## src/rtl/syncword_correlator.sv

```systemverilog
// Access-code correlator: shifts the demodulated bit stream in once per
// microsecond tick, compares the last SW_LEN bits against the programmed
// sync word with a Hamming-distance tolerance, and on a hit kicks off the
// header receive sequence. An optional search window bounds the hunt.
module syncword_correlator #(
    parameter int SW_LEN = 64,
    parameter int WIN_W  = 16
) (
    input  logic              clk_6M,
    input  logic              rst,
    input  logic              p_1us,
    input  logic              rxbit,
    input  logic              corr_en,
    input  logic [SW_LEN-1:0] regi_syncword,
    input  logic [5:0]        regi_corr_thresh,
    input  logic [WIN_W-1:0]  regi_search_window,
    output logic              rx_trailer_st_p,
    output logic              sync_found,
    output logic              sync_timeout,
    output logic [6:0]        corr_errcnt
);

    localparam int FILL_W = $clog2(SW_LEN + 1);

    typedef enum logic [2:0] {
        IDLE,
        SEARCH,
        FOUND,
        LOCKED,
        IDLE_WAIT
    } state_t;

    state_t              state;
    logic [SW_LEN-1:0]   sr;
    logic [FILL_W-1:0]   fill_cnt;
    logic [WIN_W-1:0]    win_cnt;
    logic                cmp_pend;   // a bit was shifted last cycle, compare now
    logic [6:0]          errs;
    logic                sr_full;
    logic                hit;
    logic                win_expired;

    // Hamming distance between the received window and the sync word
    always_comb begin
        errs = '0;
        for (int i = 0; i < SW_LEN; i++)
            errs = errs + {6'd0, sr[i] ^ regi_syncword[i]};
    end

    assign sr_full     = (fill_cnt == FILL_W'(SW_LEN));
    assign hit         = sr_full && (errs <= {1'b0, regi_corr_thresh});
    assign win_expired = (regi_search_window != '0) && (win_cnt == regi_search_window);

    // Search FSM: shift on the strobe, decide on the following cycle so the
    // compare always sees the updated window. Strobes are assumed to be at
    // least two clk_6M cycles apart (they are 6 apart at 1 us).
    always_ff @(posedge clk_6M) begin
        if (rst) begin
            state           <= IDLE;
            sr              <= '0;
            fill_cnt        <= '0;
            win_cnt         <= '0;
            cmp_pend        <= 1'b0;
            rx_trailer_st_p <= 1'b0;
            sync_found      <= 1'b0;
            sync_timeout    <= 1'b0;
            corr_errcnt     <= '0;
        end else if (!corr_en) begin
            // Abort from anywhere; the last accepted error count is kept
            state           <= IDLE;
            sr              <= '0;
            fill_cnt        <= '0;
            win_cnt         <= '0;
            cmp_pend        <= 1'b0;
            rx_trailer_st_p <= 1'b0;
            sync_found      <= 1'b0;
            sync_timeout    <= 1'b0;
        end else begin
            sync_timeout <= 1'b0;
            case (state)
                IDLE: begin
                    sr       <= '0;
                    fill_cnt <= '0;
                    win_cnt  <= '0;
                    cmp_pend <= 1'b0;
                    state    <= SEARCH;
                end
                SEARCH: begin
                    if (cmp_pend) begin
                        cmp_pend <= 1'b0;
                        // A hit on the final window bit beats window expiry
                        if (hit) begin
                            corr_errcnt     <= errs;
                            sync_found      <= 1'b1;
                            rx_trailer_st_p <= 1'b1;
                            state           <= FOUND;
                        end else if (win_expired) begin
                            sync_timeout <= 1'b1;
                            state        <= IDLE_WAIT;
                        end
                    end else if (p_1us) begin
                        sr       <= {sr[SW_LEN-2:0], rxbit};
                        win_cnt  <= win_cnt + WIN_W'(1);
                        cmp_pend <= 1'b1;
                        if (!sr_full)
                            fill_cnt <= fill_cnt + FILL_W'(1);
                    end
                end
                FOUND: begin
                    // Hold the request across one strobe so the header
                    // processor samples it exactly once
                    if (p_1us) begin
                        rx_trailer_st_p <= 1'b0;
                        state           <= LOCKED;
                    end
                end
                LOCKED:    state <= LOCKED;
                IDLE_WAIT: state <= IDLE_WAIT;
                default:   state <= IDLE;
            endcase
        end
    end

endmodule

```

## config.mk

```make
export PLATFORM = sky130hd
export DESIGN_NAME = syncword_correlator
export DESIGN_NICKNAME = d
export VERILOG_FILES = /design/src/rtl/syncword_correlator.sv
export SDC_FILE = /design/constraint.sdc
export NUM_CORES = 1
export LEC_CHECK = 0
export CORE_ASPECT_RATIO = 1.75
export CORE_MARGIN = 2
export CORE_UTILIZATION = 53
export DETAILED_ROUTE_END_ITERATION = 8
export DONT_BUFFER_PORTS = 1
export GPL_TIMING_DRIVEN = 0
export PLACE_DENSITY = 0.68
export SLEW_MARGIN = 25
export SYNTH_ARGS = -nofsm -noshare
export SYNTH_HDL_FRONTEND = slang
export SYNTH_SLANG_ARGS = --single-unit
```

## constraint.sdc

```tcl
create_clock -name clk_6M -period 13.4 [get_ports clk_6M]
set_clock_uncertainty 0.05 [all_clocks]
set_input_delay 3.35 -clock clk_6M [delete_from_list [all_inputs] [get_ports clk_6M]]
set_output_delay 3.35 -clock clk_6M [all_outputs]
set_load 0.05 [all_outputs]
```

==> qor.tcl, run 1 <==
set qor(design.die.area_um2) 12700
set qor(routed_wl_um) 14300
set qor(maximum_number_of_pins_on_one_net_before_global_route_repair) 18
set qor(syn-instance-count) 661
set qor(post-synth-top-area-fraction_pct) 32.3
set qor(placeableCoreArea_um2) 11600
set qor(worst_slew_pin_slew_ns) 1.11
set qor(timing.critical_path.to_type) {flip-flop}
set qor(netlist-cell-type-count) 47
set qor(total_number_of_vias) 4601
set qor(synth_fp_nets) 830
set qor(critPathKind) {input pin to flip-flop}
set qor(period_share_pct) 77.8
set qor(fmax_mhz) 95.9
set qor(setup_viol) 0
set qor(slew-limit-headroom_pct) 25.4
set qor(inserted_clock_buffers) 9
set qor(netlist_area_um2) 6270
set qor(boundaryPins) 101
set qor(synth_most_common_cell) {sky130_fd_sc_hd__dfxtp_1}
set qor(initial_core_util_pct) 54.1
set qor(postLayoutSetupSlackWorst_ns) 2.97
set qor(number_of_enable_flip_flop_cells_after_synthesis) 0
set qor(layout_min_cycle_time_ns) 10.43
set qor(primary_ff_master_synth) {sky130_fd_sc_hd__dfxtp_1}
set qor(min_path_type) {flip-flop to flip-flop}
set qor(tritoncts_num_sinks) 101
set qor(share_of_flip_flops_with_an_asynchronous_set_or_reset_pct) 0
set qor(drt_iter0_markers) 205
set qor(max-clock-path-buffers) 2
set qor(grt_pass1_vias) 4844
set qor(critPathArrivalTime_ns) 10.65
set qor(post-cts-setup-buffer-count) 0
set qor(die_w_um) 86.2
set qor(dp_worst_setup_slack_ns) 2.56
set qor(worst_setup_path_start_kind) {input pin}
set qor(routed_via_density) 5.67
set qor(timing_max_transition_violations_final) 0
set qor(final_antenna_net_count) 0
set qor(run_status) {completed}
set qor(synth-warning-count) 0
set qor(grt_overflow) 0
set qor(reg2reg_slack_ns) 5.61
set qor(synthDominantAreaCellType) {sky130_fd_sc_hd__dfxtp_1}
set qor(clk_latency_ns) 0.34
set qor(cap_viol_max_count) 0
set qor(layout.nets) 841
set qor(syn_area_per_cell_um2) 9.48
set qor(worst_endpoint_required_time_ns) 13.62
set qor(post_cts.resized_instances) 0
set qor(std_cell_rows) 52
set qor(synthTopCellsByArea) {sky130_fd_sc_hd__dfxtp_1 32%, sky130_fd_sc_hd__fa_1 17%, sky130_fd_sc_hd__a22oi_1 7.8%}
set qor(sequential_share_of_the_synthesized_area_pct) 32.3
set qor(grt_resource_usage_total_pct) 23.6
set qor(worstPathMaxFanout) 7
set qor(port_buffers) 0
set qor(hold_viol) 0
set qor(grt_pass1_wl_um) 23300
set qor(synthesis_to_finish_area_growth_pct) 7.87
set qor(fp.dieH_um) 148
set qor(wire_per_inst_um) 17.7
set qor(drive_above_1_share_pct) 3.84
set qor(synthTopCellsByCount) {101 x sky130_fd_sc_hd__dfxtp_1, 93 x sky130_fd_sc_hd__nor2_1, 72 x sky130_fd_sc_hd__inv_1, 65 x sky130_fd_sc_hd__a22oi_1}
set qor(tritoncts) {yes}
set qor(antenna_cell_count) 0
set qor(gpl.final_weighted_congestion) 0.878
set qor(antenna_found_initial) 0
set qor(h_tree_depth) 3
set qor(clock-root-buffer) {sky130_fd_sc_hd__clkbuf_16}
set qor(ys_ff_latch) 101
set qor(worst_setup_hold_path_clk_slew_ns) 0.07
set qor(dr.pass1.iters) 5
set qor(post-route-drc-count) 0
set qor(place_hpwl_um) 11700
set qor(unrepaired_setup_endpoints_after_global_routing) {no}
set qor(setup_total_negative_slack_ns) 0
set qor(cts_hold_buffers) 0
-- cell families after synthesis --
| group | count (synthesis) | synth area share [%] |
|---|---|---|
| AO/OA/AOI/OAI | 102 | 11.8 |
| adder cells (fa/ha/maj) | 78 | 22.0 |
| flip-flops | 101 | 32.3 |
| multiplexers | 6 | 0.959 |
| AND/OR/NAND/NOR | 175 | 12.8 |
| XOR/XNOR | 101 | 14.1 |
| buffers and inverters | 98 | 5.99 |
-- stage by stage --
step	instances	hold WS (ns)	area, µm²	util (%)
3_5_place_dp	796	0.442	6430	55.6
6_report	812	0.457	6760	58.4
3_3_place_gp	796	0.425	6430	55.6
5_1_grt	812	0.481	6760	58.4
4_1_cts	812	0.451	6760	58.4
2_1_floorplan	661	0.411	6270	-
-- cell usage in the layout, fill, tap and decap left out, types with 9 or more instances in the layout --
master,Yosys,layout
sky130_fd_sc_hd__a21oi_1,12,12
sky130_fd_sc_hd__a22oi_1,65,65
sky130_fd_sc_hd__clkbuf_1,20,20
sky130_fd_sc_hd__clkbuf_16,0,9
sky130_fd_sc_hd__dfxtp_1,101,101
sky130_fd_sc_hd__fa_1,54,54
sky130_fd_sc_hd__ha_1,24,24
sky130_fd_sc_hd__inv_1,72,72
sky130_fd_sc_hd__nand2_1,28,28
sky130_fd_sc_hd__nand3_1,9,9
sky130_fd_sc_hd__nand4_1,11,11
sky130_fd_sc_hd__nor2_1,93,93
sky130_fd_sc_hd__nor4_1,10,10
sky130_fd_sc_hd__xnor2_1,54,54
sky130_fd_sc_hd__xor2_1,47,47
-- state kept, by name, summed over array words and instances (netlist names), 3 cells and up --
register / flops
corr_errcnt: 7
fill_cnt: 7
sr: 64
state: 3
win_cnt: 16
-- final timing paths --
path                                         from        endpoint  cells past startpoint
worst max-delay path            regi_syncword[17]  corr_errcnt[1]                     24
worst min-delay path                  fill_cnt[1]     fill_cnt[1]                      2
worst max register to register             sr[17]  corr_errcnt[1]                     24
worst min register to register        fill_cnt[1]     fill_cnt[1]                      2
-- final cells by class --
| class | count | area [µm²] |
|---|---|---|
| Tap cell | 135 | 169 |
| Fill cell | 1029 | 4820 |
| Sequential cell | 101 | 2020 |
| Clock inverter | 7 | 98.8 |
| Buffer | 26 | 105 |
| Multi-Input combinational cell | 462 | 3870 |
| Clock buffer | 9 | 225 |
| Inverter | 72 | 270 |
-- per-layer routing --
metal | global-route usage, % | vias up | part of all wire [%]
met5 | 0 | - | 0
li1 | - | 2211 | -
met4 | 9.14 | 0 | 2.6
met2 | 44.6 | 104 | 58
met1 | 24.9 | 2262 | 35
met3 | 4.80 | 24 | 5.0
-- critical path, stage by stage --
cell and delay (ns):
sky130_fd_sc_hd__xor2_1 0.15, sky130_fd_sc_hd__fa_1 0.57, sky130_fd_sc_hd__inv_1 0.07, sky130_fd_sc_hd__fa_1 0.53, sky130_fd_sc_hd__inv_1 0.05, sky130_fd_sc_hd__fa_1 0.52, sky130_fd_sc_hd__fa_1 0.45, sky130_fd_sc_hd__fa_1 0.53
sky130_fd_sc_hd__fa_1 0.56, sky130_fd_sc_hd__inv_1 0.07, sky130_fd_sc_hd__fa_1 0.51, sky130_fd_sc_hd__fa_1 0.55, sky130_fd_sc_hd__inv_1 0.04, sky130_fd_sc_hd__ha_1 0.22, sky130_fd_sc_hd__fa_1 0.41, sky130_fd_sc_hd__a21o_1 0.19
sky130_fd_sc_hd__a21oi_1 0.25, sky130_fd_sc_hd__xnor2_1 0.20, sky130_fd_sc_hd__ha_1 0.29, sky130_fd_sc_hd__a21o_1 0.16, sky130_fd_sc_hd__a21oi_1 0.14, sky130_fd_sc_hd__a21oi_1 0.18, sky130_fd_sc_hd__nor3_4 0.42, sky130_fd_sc_hd__mux2i_1 0.23
Power of run 1 is not shown: default switching activity piles up to over one toggle a cycle in this logic, so the estimate is an artifact.
==> run 2, diff against run 1 <==
--- a/config.mk
+++ b/config.mk
@@ -5,6 +5,7 @@
 export SDC_FILE = /design/constraint.sdc
 export NUM_CORES = 1
 export LEC_CHECK = 0
+export ABC_AREA = 1
 export CORE_ASPECT_RATIO = 1.75
 export CORE_MARGIN = 2
 export CORE_UTILIZATION = 53
==> constraint.sdc (replaced) <==
create_clock -name clk_6M -period 10.9 [get_ports clk_6M]
set_clock_uncertainty 0.05 [all_clocks]
set_input_delay 2.725 -clock clk_6M [delete_from_list [all_inputs] [get_ports clk_6M]]
set_output_delay 2.725 -clock clk_6M [all_outputs]
set_load 0.05 [all_outputs]
==> qor.tcl, run 2 <==
set qor(run_status) {completed}
set qor(number_of_enable_flip_flop_cells_after_synthesis) 0 ;# unchanged
set qor(placed_area_um2) 6840 ;# +6.3%
set qor(grt_resource_usage_total_pct) 24.5 ;# +0.88 points
set qor(max-clock-path-buffers) 2 ;# unchanged
set qor(synth_most_common_cell) {sky130_fd_sc_hd__nand2_1}
set qor(cp_num_buf_inv) 7 ;# +3
set qor(antenna_found_initial) 0 ;# unchanged
set qor(antenna_cell_count) 0 ;# unchanged
set qor(std_cell_rows) 54 ;# +3.8%
set qor(netlist-cell-type-count) 34 ;# -28%
set qor(sequential_share_of_the_synthesized_area_pct) 30.5 ;# -1.8 points
set qor(routed_via_density) 5.32 ;# -6.1%
set qor(dr.pass1.iters) 5 ;# unchanged
set qor(die_w_um) 88.6 ;# +2.7%
set qor(critical_path.most_common_cell) {sky130_fd_sc_hd__fa_1}
set qor(final.fill_count) 1141 ;# +11%
set qor(layout.nets) 1009 ;# +20%
set qor(synthTopCellsByCount) {159 x sky130_fd_sc_hd__nand2_1, 127 x sky130_fd_sc_hd__inv_1, 101 x sky130_fd_sc_hd__dfxtp_1, 90 x sky130_fd_sc_hd__nor2_1, 54 x sky130_fd_sc_hd__fa_1}
set qor(timing_max_transition_violations_final) 0 ;# unchanged
set qor(gpl.final_weighted_congestion) 0.930 ;# +5.8%
set qor(critPathKind) {input pin to flip-flop}
set qor(slowest_stage) {sky130_fd_sc_hd__fa_1}
set qor(delay_of_the_slowest_critical_path_stage_ns) 0.61 ;# +0.04 ns
set qor(largest_register) {sr}
set qor(drt_iter0_markers) 275 ;# +34%
set qor(post-synth-top-area-fraction_pct) 30.5 ;# -1.8 points
set qor(grt_pass1_wl_um) 25600 ;# +9.9%
set qor(unrepaired_setup_endpoints_after_global_routing) {no}
set qor(worst_endpoint_required_time_ns) 11.09 ;# -2.53 ns
set qor(grt_pass1_vias) 5470 ;# +13%
set qor(dp_worst_setup_slack_ns) 0.712 ;# -1.85 ns
set qor(worst_slew_pin_slew_ns) 0.665 ;# -0.447 ns
set qor(inserted_clock_buffers) 9 ;# unchanged
set qor(post-cts-setup-buffer-count) 0 ;# unchanged
set qor(synth-warning-count) 0 ;# unchanged
set qor(slew-limit-headroom_pct) 55.7 ;# +30 points
set qor(postLayoutSetupSlackWorst_ns) 1.10 ;# -1.88 ns
set qor(worst_setup_path_start_kind) {input pin}
set qor(layout_min_cycle_time_ns) 9.80
set qor(regArea_um2) 2020 ;# unchanged
set qor(share_of_flip_flops_with_an_asynchronous_set_or_reset_pct) 0 ;# unchanged
set qor(post-route-drc-count) 0 ;# unchanged
set qor(h_tree_depth) 3 ;# unchanged
set qor(wire_per_inst_um) 15.6 ;# -12%
set qor(tritoncts) {yes}
set qor(timing.critical_path.to_type) {flip-flop}
set qor(grt_overflow) 0 ;# unchanged
set qor(layout_common_cells) {159 x sky130_fd_sc_hd__nand2_1, 127 x sky130_fd_sc_hd__inv_1, 101 x sky130_fd_sc_hd__dfxtp_1, 90 x sky130_fd_sc_hd__nor2_1, 54 x sky130_fd_sc_hd__fa_1}
set qor(multi_input_comb_area_um2) 4020 ;# +4.0%
set qor(total_number_of_vias) 5390 ;# +17%
set qor(worst_setup_hold_path_clk_slew_ns) 0.07 ;# about the same
set qor(period_share_pct) 89.9
set qor(design.die.area_um2) 13500 ;# +5.6%
set qor(syn_area_per_cell_um2) 8.00 ;# -16%
set qor(fin_area_um2) 7150 ;# +5.7%
set qor(netlist_area_um2) 6630 ;# +5.8%
set qor(min_path_type) {flip-flop to flip-flop}
set qor(fp.dieH_um) 152 ;# +2.8%
set qor(synthTopCellsByArea) {sky130_fd_sc_hd__dfxtp_1 30%, sky130_fd_sc_hd__fa_1 16%, sky130_fd_sc_hd__nand2_1 9.0%}
set qor(cap_viol_max_count) 0 ;# unchanged
set qor(setup_viol) 0 ;# unchanged
set qor(reg_top3) {sr x64, win_cnt x16}
set qor(port_buffers) 0 ;# unchanged
set qor(synthDominantAreaCellType) {sky130_fd_sc_hd__dfxtp_1}
set qor(primary_ff_master_synth) {sky130_fd_sc_hd__dfxtp_1}
set qor(setup_total_negative_slack_ns) 0 ;# unchanged
set qor(synth_fp_nets) 998 ;# +20%
set qor(clk_latency_ns) 0.35 ;# about the same
set qor(place_hpwl_um) 13200 ;# +13%
set qor(boundaryPins) 101 ;# unchanged
set qor(tritoncts_num_sinks) 101 ;# unchanged
set qor(routed_wl_um) 15800 ;# +10%
set qor(critPathArrivalTime_ns) 10.00 ;# -0.65 ns
set qor(worstPathMaxFanout) 9 ;# +2
set qor(largest_register_ffs) 64 ;# unchanged
set qor(cts_hold_buffers) 0 ;# unchanged
set qor(initial_core_util_pct) 53.6 ;# -0.48 points
set qor(final_antenna_net_count) 0 ;# unchanged
set qor(fmax_mhz) 102
set qor(drive_above_1_share_pct) 4.14 ;# +0.30 points
set qor(syn-instance-count) 829 ;# +25%
set qor(post_cts.resized_instances) 0 ;# unchanged
set qor(synthesis_to_finish_area_growth_pct) 7.79 ;# about the same
set qor(cpLargestDelayFamily) {adder cells}
set qor(clock-root-buffer) {sky130_fd_sc_hd__clkbuf_16}
set qor(hold_viol) 0 ;# unchanged
set qor(ys_ff_latch) 101 ;# unchanged
set qor(placeableCoreArea_um2) 12400 ;# +6.8%
set qor(maximum_number_of_pins_on_one_net_before_global_route_repair) 19 ;# +1
set qor(layout.cells.most_common) {sky130_fd_sc_hd__nand2_1}
[run 2: changes by cell type after synthesis, moves of 7 or more]
cell,delta
sky130_fd_sc_hd__inv_1,+55
sky130_fd_sc_hd__o21bai_1,+7
sky130_fd_sc_hd__nand2_1,+131
sky130_fd_sc_hd__nor4_1,-7
sky130_fd_sc_hd__nand3_1,+11
sky130_fd_sc_hd__a21oi_1,+40
sky130_fd_sc_hd__a22oi_1,-27
sky130_fd_sc_hd__xnor2_1,-31
[run 2: layer usage]
layer | vias to the layer above | global-route usage, % | wire length, µm
li1 | 2637 | - | -
met1 | 2574 | 25.7 | 5560
met2 | 141 | 45.0 | 8900
met3 | 38 | 4.56 | 713
met4 | 0 | 11.5 | 616
met5 | - | 0 | 0
[run 2: worst register-to-register path, delay by kind of cell (launching register included)]
family,cells,cell delay (ns)
AO/OA/AOI/OAI,2,0.36
XOR/XNOR,2,0.38
adder cells (fa/ha/maj),11,5.22
buffers and inverters,7,0.47
flip-flops,1,0.34
AND/OR/NAND/NOR,6,0.87
[run 2: path summary, 6_finish.rpt]
path                    end  slack (ns)               from  cells past startpoint
max          corr_errcnt[6]        1.10  regi_syncword[53]                     28
min                cmp_pend        0.43           cmp_pend                      2
max reg2reg  corr_errcnt[6]        3.11             sr[53]                     28
min reg2reg        cmp_pend        0.43           cmp_pend                      2
[run 2: area by class of cell]
| class | count | area share (%) |
|---|---|---|
| buffer | 23 | 1.31 |
| clock buffer | 9 | 3.15 |
| tap | 168 | 2.94 |
| clock inverter | 7 | 1.14 |
| multi-input combinational | 575 | 56.3 |
| sequential | 101 | 28.3 |
| inverter | 130 | 6.86 |
[run 2: cells by family (layout without fill, tap and decap cells)]
logic type | count (synthesis) | in the layout | synth area share, %
flops | 101 | 101 | 30.5
fa+ha+maj | 78 | 78 | 20.8
buf+inv | 153 | 169 | 8.81
xor+xnor | 73 | 73 | 9.64
simple gates | 306 | 306 | 19.2
compound gates | 118 | 118 | 11.1
[run 2: metrics by stage]
step	utilization, %	hold slack (ns)	instances
floorplan	-	0.403	829
global placement	55.3	0.422	997
detailed placement	55.3	0.421	997
CTS	57.8	0.432	1013
global route	57.8	0.455	1013
finish	57.8	0.428	1013
Power of run 2 is left out for the same reason.
